`config.mk`:
```
export PLATFORM = sky130hd
export DESIGN_NAME = ula_multiciclo
export DESIGN_NICKNAME = d
export VERILOG_FILES = /design/src/rtl/ula_pkg.sv /design/src/rtl/divisor_iterativo.sv /design/src/rtl/ula_multiciclo.sv
export SDC_FILE = /design/constraint.sdc
export NUM_CORES = 1
export LEC_CHECK = 0
export BUFFER_PORTS_ARGS = -buffer_cell sky130_fd_sc_hd__buf_2
export CAP_MARGIN = 40
export CORE_MARGIN = 5
export CORE_UTILIZATION = 55
export CTS_BUF_LIST = sky130_fd_sc_hd__clkbuf_16
export CTS_CLUSTER_DIAMETER = 50
export DETAILED_ROUTE_END_ITERATION = 7
export PLACE_DENSITY = 0.82
export SLEW_MARGIN = 30
export SYNTH_ARGS = -nofsm -noshare
export SYNTH_HDL_FRONTEND = slang
export SYNTH_SLANG_ARGS = --single-unit
export TNS_END_PERCENT = 20
```
`constraint.sdc`:
```
create_clock -name clock -period 10.05 [get_ports clock]
set_clock_uncertainty 0.15 [all_clocks]
set_input_delay 2.01 -clock clock [delete_from_list [all_inputs] [get_ports clock]]
set_output_delay 2.01 -clock clock [all_outputs]
set_load 0.005 [all_outputs]
```
`src/rtl/ula_pkg.sv`:
```
// Shared definitions for the multi-cycle ALU: opcode encoding and FSM states.
package ula_pkg;

  localparam int unsigned LARGURA_OPCODE = 5;

  localparam logic [LARGURA_OPCODE-1:0] OP_PUSH  = 5'b00010;
  localparam logic [LARGURA_OPCODE-1:0] OP_ADD   = 5'b00100;
  localparam logic [LARGURA_OPCODE-1:0] OP_SUB   = 5'b00101;
  localparam logic [LARGURA_OPCODE-1:0] OP_MUL   = 5'b00110;
  localparam logic [LARGURA_OPCODE-1:0] OP_DIV   = 5'b00111;
  localparam logic [LARGURA_OPCODE-1:0] OP_AND   = 5'b01000;
  localparam logic [LARGURA_OPCODE-1:0] OP_NAND  = 5'b01001;
  localparam logic [LARGURA_OPCODE-1:0] OP_OR    = 5'b01010;
  localparam logic [LARGURA_OPCODE-1:0] OP_XOR   = 5'b01011;
  localparam logic [LARGURA_OPCODE-1:0] OP_CMP   = 5'b01100;
  localparam logic [LARGURA_OPCODE-1:0] OP_NOT   = 5'b01101;
  localparam logic [LARGURA_OPCODE-1:0] OP_IF_EQ = 5'b01111;
  localparam logic [LARGURA_OPCODE-1:0] OP_IF_GT = 5'b10000;
  localparam logic [LARGURA_OPCODE-1:0] OP_IF_LT = 5'b10001;
  localparam logic [LARGURA_OPCODE-1:0] OP_IF_GE = 5'b10010;
  localparam logic [LARGURA_OPCODE-1:0] OP_IF_LE = 5'b10011;

  typedef enum logic [1:0] {
    OCIOSO   = 2'd0,
    EXEC_MUL = 2'd1,
    EXEC_DIV = 2'd2,
    RESULT   = 2'd3
  } estado_t;

endpackage

```
`src/rtl/divisor_iterativo.sv`:
```
// Restoring divider, one quotient bit per cycle. Its iteration counter also
// paces the iterative multiplier, so start_i is pulsed for Mul as well.
module divisor_iterativo #(
  parameter int unsigned LARGURA = 16
) (
  input  logic               clock_i,
  input  logic               reset_i,
  input  logic               start_i,
  input  logic [LARGURA-1:0] dividendo_i,
  input  logic [LARGURA-1:0] divisor_i,
  output logic               done_c_o,
  output logic [LARGURA-1:0] quociente_o,
  output logic [LARGURA-1:0] resto_o
);

  localparam int unsigned CW = $clog2(LARGURA);

  logic               ativo_q, ativo_d;
  logic [CW-1:0]      cnt_q, cnt_d;
  logic [LARGURA-1:0] quo_q, quo_d;
  logic [LARGURA-1:0] rem_q, rem_d;
  logic [LARGURA-1:0] div_q, div_d;
  logic [LARGURA:0]   rem_t;
  logic [LARGURA:0]   sub_t;
  logic               ultimo;

  assign ultimo      = ativo_q & (cnt_q == CW'(LARGURA - 1));
  assign done_c_o    = ultimo;
  assign quociente_o = quo_q;
  assign resto_o     = rem_q;

  // Shift the next dividend bit into the partial remainder, subtract if it fits
  always_comb begin
    ativo_d = ativo_q;
    cnt_d   = cnt_q;
    quo_d   = quo_q;
    rem_d   = rem_q;
    div_d   = div_q;
    rem_t   = {rem_q, quo_q[LARGURA-1]};
    sub_t   = rem_t - {1'b0, div_q};
    if (start_i) begin
      ativo_d = 1'b1;
      cnt_d   = '0;
      quo_d   = dividendo_i;
      rem_d   = '0;
      div_d   = divisor_i;
    end else if (ativo_q) begin
      cnt_d = cnt_q + CW'(1);
      if (!sub_t[LARGURA]) begin
        rem_d = sub_t[LARGURA-1:0];
        quo_d = {quo_q[LARGURA-2:0], 1'b1};
      end else begin
        rem_d = rem_t[LARGURA-1:0];
        quo_d = {quo_q[LARGURA-2:0], 1'b0};
      end
      if (ultimo) ativo_d = 1'b0;
    end
  end

  always_ff @(posedge clock_i) begin
    if (reset_i) begin
      ativo_q <= 1'b0;
      cnt_q   <= '0;
      quo_q   <= '0;
      rem_q   <= '0;
      div_q   <= '0;
    end else begin
      ativo_q <= ativo_d;
      cnt_q   <= cnt_d;
      quo_q   <= quo_d;
      rem_q   <= rem_d;
      div_q   <= div_d;
    end
  end

endmodule

```
`src/rtl/ula_multiciclo.sv`:
```
// Multi-cycle ALU with valid/ready handshakes; Mul is shift-add and Div is restoring.
// Define ULA_MUL_RAPIDA_EN for a single-cycle combinational Mul (EXEC_MUL unused).
module ula_multiciclo #(
  parameter int unsigned LARGURA    = 16,
  parameter int unsigned LARGURA_OP = 5
) (
  input  logic                  clock,
  input  logic                  reset,
  input  logic                  in_valido,
  output logic                  in_pronto,
  input  logic [LARGURA-1:0]    operando1,
  input  logic [LARGURA-1:0]    operando2,
  input  logic [LARGURA_OP-1:0] opcode,
  output logic                  out_valido,
  input  logic                  out_pronto,
  output logic [2*LARGURA-1:0]  resultado,
  output logic                  data_uc,
  output logic                  div_zero
);
  import ula_pkg::*;

  localparam int unsigned LR = 2 * LARGURA;

  estado_t                   estado_q, estado_d;
  logic [LARGURA-1:0]        op1_q, op2_q;
  logic [LARGURA_OPCODE-1:0] opcode_q, opcode_in;
  logic                      out_valido_q, data_uc_q, div_zero_q;
  logic [LR-1:0]             resultado_q;
  logic                      aceita, div_ok, inicia_div, div_done;
  logic [LARGURA-1:0]        quociente, resto;
  logic [LR-1:0]             produto, res_c;
  logic                      uc_c, dz_c, negativo, nulo;

  assign in_pronto  = (estado_q == OCIOSO);
  assign out_valido = out_valido_q;
  assign resultado  = resultado_q;
  assign data_uc    = data_uc_q;
  assign div_zero   = div_zero_q;

  assign opcode_in = LARGURA_OPCODE'(opcode);
  assign aceita    = in_valido & in_pronto;
  assign div_ok    = (opcode_in == OP_DIV) && (operando2 != '0);

`ifdef ULA_MUL_RAPIDA_EN
  assign inicia_div = aceita & div_ok;
  assign produto    = LR'(op1_q) * LR'(op2_q);
`else
  logic          eh_mul;
  logic [LR-1:0] mcand_q, acc_q;
  logic [LARGURA-1:0] mplier_q;

  assign eh_mul     = (opcode_in == OP_MUL);
  assign inicia_div = aceita & (div_ok | eh_mul);
  assign produto    = acc_q;

  // Shift-add multiplier, paced by the divider's iteration counter
  always_ff @(posedge clock) begin
    if (reset) begin
      mcand_q  <= '0;
      mplier_q <= '0;
      acc_q    <= '0;
    end else if (aceita) begin
      mcand_q  <= LR'(operando1);
      mplier_q <= operando2;
      acc_q    <= '0;
    end else if (estado_q == EXEC_MUL) begin
      if (mplier_q[0]) acc_q <= acc_q + mcand_q;
      mcand_q  <= mcand_q << 1;
      mplier_q <= mplier_q >> 1;
    end
  end
`endif

  divisor_iterativo #(.LARGURA(LARGURA)) u_div (
    .clock_i     (clock),
    .reset_i     (reset),
    .start_i     (inicia_div),
    .dividendo_i (operando1),
    .divisor_i   (operando2),
    .done_c_o    (div_done),
    .quociente_o (quociente),
    .resto_o     (resto)
  );

  always_ff @(posedge clock) begin
    if (reset) estado_q <= OCIOSO;
    else       estado_q <= estado_d;
  end

  always_comb begin
    estado_d = estado_q;
    case (estado_q)
      OCIOSO: begin
        if (aceita) begin
          if (div_ok) estado_d = EXEC_DIV;
`ifndef ULA_MUL_RAPIDA_EN
          else if (eh_mul) estado_d = EXEC_MUL;
`endif
          else estado_d = RESULT;
        end
      end
      EXEC_MUL, EXEC_DIV: if (div_done) estado_d = RESULT;
      RESULT:             if (out_valido_q && out_pronto) estado_d = OCIOSO;
      default:            estado_d = OCIOSO;
    endcase
  end

  assign negativo = op1_q[LARGURA-1];
  assign nulo     = (op1_q == '0);

  always_comb begin
    res_c = '0;
    uc_c  = 1'b0;
    dz_c  = 1'b0;
    case (opcode_q)
      OP_PUSH: res_c = {{LARGURA{1'b0}}, op1_q};
      OP_ADD:  res_c = {{(LARGURA-1){1'b0}}, ({1'b0, op1_q} + {1'b0, op2_q})};
      OP_SUB:  res_c = {{(LARGURA-1){1'b0}}, ({1'b0, op1_q} - {1'b0, op2_q})};
      OP_MUL:  res_c = produto;
      OP_DIV: begin
        if (op2_q == '0) begin
          res_c = '1;
          dz_c  = 1'b1;
        end else begin
          res_c = {resto, quociente};
        end
      end
      OP_AND:  res_c = {{LARGURA{1'b0}}, (op1_q & op2_q)};
      OP_NAND: res_c = {{LARGURA{1'b0}}, ~(op1_q & op2_q)};
      OP_OR:   res_c = {{LARGURA{1'b0}}, (op1_q | op2_q)};
      OP_XOR:  res_c = {{LARGURA{1'b0}}, (op1_q ^ op2_q)};
      OP_NOT:  res_c = {{LARGURA{1'b0}}, ~op1_q};
      OP_CMP: begin
        if (op1_q == op2_q)     res_c = '0;
        else if (op1_q > op2_q) res_c = {{(LR-1){1'b0}}, 1'b1};
        else                    res_c = '1;
      end
      OP_IF_EQ: uc_c = nulo;
      OP_IF_GT: uc_c = !negativo && !nulo;
      OP_IF_LT: uc_c = negativo;
      OP_IF_GE: uc_c = !negativo;
      OP_IF_LE: uc_c = negativo || nulo;
      default: ;
    endcase
  end

  // Operand latch on accept; result registered on the first RESULT cycle and held until consumed
  always_ff @(posedge clock) begin
    if (reset) begin
      op1_q        <= '0;
      op2_q        <= '0;
      opcode_q     <= '0;
      out_valido_q <= 1'b0;
      resultado_q  <= '0;
      data_uc_q    <= 1'b0;
      div_zero_q   <= 1'b0;
    end else begin
      if (aceita) begin
        op1_q    <= operando1;
        op2_q    <= operando2;
        opcode_q <= opcode_in;
      end
      if (estado_q == RESULT && !out_valido_q) begin
        out_valido_q <= 1'b1;
        resultado_q  <= res_c;
        data_uc_q    <= uc_c;
        div_zero_q   <= dz_c;
      end else if (estado_q == RESULT && out_pronto) begin
        out_valido_q <= 1'b0;
      end
    end
  end

endmodule

```
# Yosys cells after proc, flatten, opt, wreduce, memory -nomap -nowiden
# Index checks and enable logic that the tools add are counted.
# Widths: inputs -> output; s select.
[totals] ff_bits=207 word_cells=105 output_inout_bits=36 in_bits=41
[classes] addsub=5 n_mux=26 reduce_logical=21 magnitude_cmp=1 eq_ne=26 n_bitwise=9
[op_table] op="$pmux 32 s11" n=1
[op_table] op="$mux 16" n=7
[op_table] op="$mux 32" n=3
[op_table] op="$eq 5x4->1 const B" n=7
[op_table] op="$add 32x32->32" n=1
[op_table] op="$logic_not 16->1" n=2
[op_table] op="$not 16->16" n=2
[op_table] op="$eq 5x3->1 const B" n=6
[op_table] op="$eq 5x5->1 const B" n=4
[op_table] op="$add 16x16->17" n=1
[op_table] op="$sub 16x16->17" n=1
[op_table] op="$sub 17x16->17" n=1
[op_table] op="$and 16x16->16" n=1
[op_table] op="$eq 16x16->1" n=1
[op_table] op="$gt 16x16->1" n=1
[op_table] op="$or 16x16->16" n=1
[op_table] op="$reduce_bool 16->1" n=1
[op_table] op="$xor 16x16->16" n=1
[op_table] op="$mux 2" n=5
[op_table] op="$mux 1" n=8
[op_table] op="$pmux 2 s3" n=1
[op_table] op="$reduce_bool 2->1" n=3
[op_table] op="$reduce_or 2->1" n=3
[op_table] op="$eq 5x2->1 const B" n=1
[op_table] op="other kinds (15)" n=25

# Logic depth before layout (Yosys ltp)
# Gate-level depths: netlist (run 1).
[depth] word_depth=5 mapped_depth=13 depth_no_buf=13

# Hierarchy
# Synthesis (run 1) repeated with hierarchy kept, for this count alone.
[unflattened] hier_cells=1726 hier_area_um2=13387.8
[by_module_without_submodules] mod="ula_multiciclo" instances=1 area_each_um2=10336.2 cells_each=1361
[by_module_without_submodules] mod="divisor_iterativo" instances=1 area_each_um2=3051.7 cells_each=365

# Worst setup path after synthesis (run 1)
# No wires, ideal clock.
[synth_timing] kind="input-to-reg" start="input operando2[3]" end="register u_div.quo_q[10], in the netlist u_div.quociente_o[10]" stages=7 n_path_buf=2 arrival_ps=3676 path_slack_ps=6087 cell_sequence="nor4_1 -> nand4_1 -> and3_1 -> o21ai_1 -> clkbuf_1 -> clkbuf_1 -> a211oi_1"
[synth_via] elab_chain_cells=5 word_cells_on_any_way=6 classes_between="1 x mux; 2 x bitwise; 3 x reduce/logical"
[synth_lines] item="from (decl)" line="ula_multiciclo.sv:12" rtl="input logic [LARGURA-1:0] operando2,"
[synth_lines] item="$reduce_bool 16->1 *" line="ula_multiciclo.sv:42" rtl="assign div_ok = (opcode_in == OP_DIV) && (operando2 != '0);"
[synth_lines] item="$logic_and 1x1->1 *" line="ula_multiciclo.sv:42"
[synth_lines] item="$or 1x1->1 *" line="ula_multiciclo.sv:53" rtl="assign inicia_div = aceita & (div_ok | eh_mul);"
[synth_lines] item="$and 1x1->1 *" line="ula_multiciclo.sv:53"
[synth_lines] item="$mux 16 / $reduce_bool 2->1 (equally long branches)"
[synth_lines] item="to (signal assigned)" line="divisor_iterativo.sv:70" rtl="quo_q <= quo_d;"
[synth_lines] item="to (decl)" line="divisor_iterativo.sv:20" rtl="logic [LARGURA-1:0] quo_q, quo_d;"
# Mark *: on every way between the ends. The rest lies on a longest branch, timed or not.
# A chain may end at the register's enable or synchronous reset.

# Final worst setup path (run 1)
[layout_timing] start="input operando2[3]" end="register u_div.rem_q[5], in the netlist u_div.resto_o[5]"
[layout_via] elab_chain_cells=5
[layout_lines] item="$reduce_bool 16->1" line="ula_multiciclo.sv:42"
[layout_lines] item="$logic_and 1x1->1" line="ula_multiciclo.sv:42"
[layout_lines] item="$or 1x1->1" line="ula_multiciclo.sv:53"
[layout_lines] item="$and 1x1->1" line="ula_multiciclo.sv:53"
[layout_lines] item="$reduce_or 2->1 (no source line)"
[layout_lines] item="to (signal assigned)" line="divisor_iterativo.sv:71" rtl="rem_q <= rem_d;"
[layout_lines] item="to (decl)" line="divisor_iterativo.sv:21" rtl="logic [LARGURA-1:0] rem_q, rem_d;"
# No other way between the ends.

==> results.md, run 1 <==
* Clock sinks at 207
* Synthesis-to-layout area growth at 11.88%
* Pin count of the biggest net entering global routing at 89
* Min Tclk post-route at 4.115 ns
* Drt pass-1 iters at 7
* Endpoints failing setup at 0
* Post-synth top area cell: dfxtp_1
* Crit path launch: operando2[3]
* Yosys cell types at 71
* Via density per instance at around 6.2
* FFs w/ async S/R, synth at 0%
* Initial core utilization at 55.32%
* Layout cells sized above 1 at approximately 12%
* Crit Path Class: in2reg
* Syn_nets at 1844
* Synth Area in Simple Gates at 18.02%
* I/O Pins at 77
* Largest stage delay, worst path at 0.53 ns
* Avg Synthesized Cell Area at 7.826 sq um
* Worst setup EP type: register
* Type of origin of the critical path: primary input
* CTS buffer count at 28
* Clock Tree Buf Depth at 3
* Diodes inserted at 0
* Slowest-stage cell, CP: buf_4
* H-tree level count at 1
* Post-CTS resize count at 0
* Final setup TNS at 0 ns
* Post-Synth Adder-Cell Area at roughly 10%
* Final worst slack at 5.935 ns
* Initial antenna violation count at 0
* Slew of the pin with the lowest slew margin at 0.9196 ns
* Setup bufs post-CTS at 0
* Total wire length at 41190 um
* Crit path buf inv count at 3
* DR DRC count at 0
* Port Buffers at 76
* Max Cap Viol at 0
* Post-synth EDFFs at 0
* Yosys warns at 0
* DR WL/cell at 19.94 um
* Iteration-0 DRC Markers at 1403
* Core Area at 24030 sq um
* XOR/XNOR share of the synthesized area at 2.767%
* Final Cycle Share at 40.94%
* Gr ovfl total at 0
* Pwr/cell area at slightly below 200 nW/um^2
* Maximum clock rate at 243.0 MHz
* Pre-CTS setup slack at 5.059 ns
* First-pass GRT wire length at 65410 um
* Peak VDD IR at 0.2039 mV
* Clk_lat worst skew at 0.59 ns
* Static Leak at 0.006006 uW
* Hold Buf Count CTS at 0
* Mux share of post-synthesis cell area at 7.368%
* Ys flop type: dfxtp_1
* Final antenna-violating net count at 0
* Die width at 165.5 um
* Worst Hold Class: reg2reg
* Largest family of logic cells by synthesized area: compound AO/OA/AOI/OAI gates
* Die area at 27390 sq um
* Worst-path fanout max at 51
* Final net count at around 1900
* Seq/Total Area, Yosys at 31.17%
* Compound-Gate Fraction of Synth Area at between 20 and 30%
* GR Util All Layers at 29.83%
* Post-Syn Area at 13300 sq um
* Max Transition Viols Final at 0
* CP cell instances: buf_2, nor4_1, nand4_1, and3_1, o21ai_4, buf_4, nor2b_1, clkbuf_4, o21ai_0, a21oi_1
* Min-Delay Startpoint: resultado[1]$_SDFFE_PP0P_
* Top-area cell type share of the netlist area at 31.17%
* CP required at around 10 ns
* RSZ-0062 raised after global routing: false
* Die Ht at roughly 170 um
* Vias in the first global route at roughly 12000
* Worst rel slew slack at 38.54%
* CTS tree: built
* Synth Instances at 1699
* Outcome: finished clean
* Final HPWL DP at 29930 um
* FF+latch count, synth at 207
* Hold Vio Cnt, Final at 0
* Worst flop-to-flop path startpoint: op2_q[7]$_SDFFE_PP0P_
* Gpl congestion at ~0.97
* Clk slew on worst S/H paths at 0.05 ns
* Area contributors post-synth: dfxtp_1, ha_1, a21oi_1
* CTS Root Cell: clkbuf_16
* Worst Path Arrival at 4.47 ns
* Row Count at between 50 and 60
* CP top delay family: simple AND/OR/NAND/NOR gates
* Routed via count at 12870
==> kinds of logic (layout without fill, tap and decap cells) <==
kind of cell	Yosys count	in the layout
AND/OR/NAND/NOR	544	544
AO/OA/AOI/OAI	529	529
flip-flops	207	207
buffers and inverters	179	222
adder cells (fa/ha/maj)	104	104
multiplexers	94	94
XOR/XNOR	42	42
==> report_power, final <==
group | leakage [uW] | internal (uW) | switching (uW)
registers | 0.00168 | 883 | 84.3
logic | 0.00386 | 354 | 623
clock network | 0.000463 | 573 | 417
total | 0.00601 | 1810 | 1120
==> metal layers <==
metal,global-route usage (%),vias to the layer above,wire length [um]
li1,-,6170,-
met1,41.11,6016,17170
met2,47.85,579,18610
met3,4.120,105,3885
met4,10.80,0,1532
met5,0,-,0
==> final timing paths <==
| path | end | slack (ns) | cells past startpoint |
|---|---|---|---|
| min | resultado[1]$_SDFFE_PP0P_ | 0.30 | 2 |
| max reg2reg | resultado[2]$_SDFFE_PP0P_ | 5.99 | 11 |
| max | u_div.resto_o[5]$_SDFFE_PP0P_ | 5.94 | 10 |
| min reg2reg | resultado[1]$_SDFFE_PP0P_ | 0.30 | 2 |
==> metrics by stage <==
step / instance area, sq um / power (uW) / hold WS, ns / cells / util (%)
after detailed placement: 13900 / 1931 / 0.2966 / 2012 / 57.82
after CTS: 14840 / 2921 / 0.3045 / 2063 / 61.75
after global placement: 13860 / 1915 / 0.2898 / 2010 / 57.69
after floorplan: 13300 / 1673 / 0.2829 / 1699 / -
after global routing: 14880 / 3081 / 0.3230 / 2066 / 61.89
final: 14880 / 2935 / 0.3026 / 2066 / 61.89
==> sequential cells by signal (all words and copies together) (netlist names), 5 cells and up <==
register / cells
acc_q: 32
mcand_q: 32
mplier_q: 16
op1_q: 16
op2_q: 16
opcode_q: 5
resultado: 32
u_div.div_q: 16
u_div.quociente_o: 16
u_div.resto_o: 16
==> cell usage after synthesis (all sizes together), types with 18 or more instances <==
cell,instances
clkbuf,85
nand2b,18
o21ai,97
ha,100
nor2,164
inv,72
a211oi,32
buf,22
nor4,18
nand2,227
xnor2,25
nand3,30
dfxtp,207
mux2i,63
mux2,31
nor3,18
a21o,19
a21oi,206
==> layout by cell type (no fill, tap or decap), types with 24 or more instances in the layout <==
cell type / count
a211oi_1: 32
a21oi_1: 205
buf_2: 75
clkbuf_16: 28
dfxtp_1: 206
ha_1: 99
inv_1: 75
mux2_2: 31
mux2i_1: 63
nand2_1: 226
nand3_1: 30
nor2_1: 162
o21ai_0: 96
xnor2_1: 24
==> layout make-up <==
cell class	instances	area (sq um)
inverters	72	270.3
flip-flops and latches	207	4148
clock inverters	23	242.7
well taps	324	405.4
clock buffers	28	700.7
fillers	2076	9159
repair buffers	99	575.6
multi-input cells	1313	8533
==> worst register-to-register path, cell delays in order (launching register included) <==
cell and delay (ns):
dfxtp_1 0.54, inv_1 0.12, ha_1 0.45, or4_1 0.58, or3_1 0.40, nor2_1 0.22
a2111o_2 0.22, o311ai_4 0.12, a21oi_4 0.23, o31ai_4 0.15, o31ai_1 0.55, a21oi_1 0.15
(Power assumes the default switching activity.)
==> run 2, diff against run 1 <==
- clock period: 10.05 -> 3.8 ns (I/O delays scaled with it)
==> run 2 against run 1 <==
  * Global-route usage grew 2.6 points
  * Non-clock buffer count grew 55
  * Flip-flop and latch count is the same
  * Sequential share of layout area shrank 0.69 points
  * Die area is the same
  * Power grew to 2.7 times the previous value
  * Clock-buffer cell count shrank 1
  * Critical endpoint is now resultado[12]$_SDFFE_PP0P_
  * Largest cell class unchanged
  * Combinational power grew to 3.0 times the previous value
  * Final area grew 2.5%
  * Sequential power grew to 2.6 times the previous value
  * Setup slack lost 5.7 ns
  * Final cell count grew 2.6%
==> results.md, run 2 (synthesis gave the netlist of run 1 again) <==
* Clock Tree Buf Depth at 3 (unchanged)
* Vias in the first global route at 12600 (was 12050)
* Setup bufs post-CTS at 0 (unchanged)
* First-pass GRT wire length at 69830 um (was 65410 um)
* Port Buffers at 76 (unchanged)
* Drt pass-1 iters at 6 (was 7)
* Clock sinks at 207 (unchanged)
* Maximum clock rate at 277.4 MHz
* Row Count at 57 (unchanged)
* Min Tclk post-route at 3.605 ns
* CTS Root Cell: clkbuf_16 (unchanged)
* Total wire length at 45300 um (was 41190 um)
* FF-to-FF setup slack at 0.19 ns (was 5.99 ns)
* Internal power at 4974 uW (was 1811 uW)
* Gpl congestion at 1.022 (was 0.9672)
* Crit Path Class: reg2reg (was in2reg)
* Via density per instance at 6.303 (was 6.229)
* Slew of the pin with the lowest slew margin at 0.8616 ns (was 0.9196 ns)
* Worst setup EP type: register (unchanged)
* Static Leak at 0.006264 uW (was 0.006006 uW)
* Final HPWL DP at 33810 um (was 29930 um)
* Worst Path Arrival at 3.85 ns (was 4.47 ns)
* Min-Delay Startpoint: resultado[18]$_SDFFE_PP0P_ (was resultado[1]$_SDFFE_PP0P_)
* Gr ovfl total at 0 (unchanged)
* Core Area at 24030 sq um (unchanged)
* Hold endpoint: resultado[18]$_SDFFE_PP0P_ (was resultado[1]$_SDFFE_PP0P_)
* Met2 Use GR at 50.56% (was 47.85%)
* Outcome: finished clean (unchanged)
* Combinational fraction of design power at 36.6% (was 33.3%)
* Most common cell after layout, fill and taps aside: nand2_1 (unchanged)
* Iteration-0 DRC Markers at 1518 (was 1403)
* Clk slew on worst S/H paths at 0.06 ns (was 0.05 ns)
* Routed via count at 13360 (was 12870)
* Commonest cells after routing, fill and taps aside: nand2_1, dfxtp_1, a21oi_1 (unchanged)
* Pwr/cell area at 526.0 nW/um^2 (was 197.3 nW/um^2)
* Pin count of the biggest net entering global routing at 68 (was 89)
* Final worst slack at 0.1949 ns (was 5.935 ns)
* Most Used Layer, Global Route: met2 (unchanged)
* Tot Pwr at 8019 uW (was 2935 uW)
* DR WL/cell at 21.38 um (was 19.94 um)
* R2r endpoint: resultado[12]$_SDFFE_PP0P_ (was resultado[2]$_SDFFE_PP0P_)
* Worst Hold Class: reg2reg (unchanged)
* Worst rel slew slack at 42.08% (was 38.54%)
* CP required at 4.04 ns (was 10.41 ns)
* GR Util met1 at 45.04% (was 41.11%)
* Hold Vio Cnt, Final at 0 (unchanged)
* Initial core utilization at 55.32% (unchanged)
* Reg2reg path depth at 15 (was 11)
* Max Cap Viol at 0 (unchanged)
* Clk pwr share at 32.2% (was 33.7%)
* Clk_lat worst skew at 0.55 ns (was 0.59 ns)
* Worst-path fanout max at 6 (was 51)
* CTS buffer count at 27 (was 28)
* Layout cells sized above 1 at 14.27% (was 11.54%)
* Sw frac at 37.97% (was 38.31%)
* Max Transition Viols Final at 0 (unchanged)
* Final setup TNS at 0 ns (unchanged)
* Die Ht at 165.5 um (unchanged)
* Worst flop-to-flop path startpoint: op1_q[0]$_SDFFE_PP0P_ (was op2_q[7]$_SDFFE_PP0P_)
* H-tree level count at 1 (unchanged)
* I/O Pins at 77 (unchanged)
* Hold depth at 2 (unchanged)
* Type of origin of the critical path: register (was primary input)
* DR DRC count at 0 (unchanged)
* Peak VDD IR at 0.3726 mV (was 0.2039 mV)
* Initial antenna violation count at 0 (unchanged)
* GR Util All Layers at 32.40% (was 29.83%)
* Synthesis-to-layout area growth at 14.66% (was 11.88%)
* Pre-CTS setup slack at 0.1956 ns (was 5.059 ns)
* Endpoints failing setup at 0 (unchanged)
* Final Cycle Share at 94.87%
* Final net count at 1920 (was 1866)
* Final antenna-violating net count at 0 (unchanged)
* CTS tree: built (unchanged)
* Met3 GRT Util at 5.783% (was 4.120%)
* Sequential share of power at 31.2% (was 33.0%)
* Net switching power at 3045 uW (was 1124 uW)
* RSZ-0062 raised after global routing: false (unchanged)
* Die width at 165.5 um (unchanged)
* Die area at 27390 sq um (unchanged)
## run 2: changes by cell type in the layout (fill, tap and decap cells not counted), sizes merged
cell      delta
buf         +57
clkinv       -6
clkbuf       -3
clkinvlp     +3
bufinv       +1
diode        +1
## run 2: power by group through the flow
stage	Combinational, uW	Sequential (uW)	Clock, uW
CTS	2860	2490	2600
floorplan	1930	2500	0
finish	2940	2500	2580
global route	3170	2510	2710
global placement	2810	2530	0
detailed placement	2840	2540	0
## run 2: worst max-delay path: stages (launching register included)
cell and delay [ns]:
dfxtp_1 0.36, inv_1 0.10, ha_1 0.17, inv_1 0.05, fa_1 0.41, nor2b_1 0.16, o21bai_1 0.19, a21oi_1 0.15
o41ai_1 0.34, buf_4 0.19, o22ai_1 0.10, o41ai_1 0.27, buf_4 0.20, xor2_1 0.06, a2111oi_1 0.46, nor3_1 0.09
## run 2: layout make-up
type                            instances  area, sq um
Antenna cell                            1        2.502
Clock buffer                           27        675.6
Clock inverter                         21        232.7
Fill cell                            2157         8788
Inverter                               72        270.3
Multi-Input combinational cell       1313         8513
Sequential cell                       207         4145
Tap cell                              324        405.4
Timing Repair Buffer                  154         1001
## run 2: metrics by stage
| stage | hold slack, ns | cell area (sq um) | utilization, % | instances |
|---|---|---|---|---|
| 3_5_place_dp | 0.2979 | 14330 | 59.64 | 2070 |
| 3_3_place_gp | 0.2911 | 14300 | 59.51 | 2068 |
| 2_1_floorplan | 0.2829 | 13300 | - | 1699 |
| 5_1_grt | 0.3249 | 15240 | 63.42 | 2118 |
| 4_1_cts | 0.3054 | 15240 | 63.42 | 2118 |
| 6_report | 0.3120 | 15250 | 63.43 | 2119 |
## run 2: per-layer routing
metal | vias to the layer above | share of wire, %
met2 | 652 | 44
met3 | 136 | 9.6
met5 | - | 0
li1 | 6264 | -
met1 | 6303 | 42
met4 | 0 | 4.0
## run 2: how the worst max path moves through the flow
stage	from	to	depth (start not counted)
global placement	op2_q[6]$_SDFFE_PP0P_	resultado[26]$_SDFFE_PP0P_	12
finish	op1_q[0]$_SDFFE_PP0P_	resultado[12]$_SDFFE_PP0P_	15
CTS	op1_q[5]$_SDFFE_PP0P_	resultado[12]$_SDFFE_PP0P_	13
detailed placement	op1_q[5]$_SDFFE_PP0P_	resultado[12]$_SDFFE_PP0P_	13
global route	op1_q[0]$_SDFFE_PP0P_	resultado[12]$_SDFFE_PP0P_	15
floorplan	op1_q[0]$_SDFFE_PP0P_	resultado[12]$_SDFFE_PP0P_	11
## run 2: timing repair
action,in CTS,in global routing
gates resized for setup,0,1
setup endpoints to repair,0,1
hold endpoints to repair,0,0
hold buffers,0,0
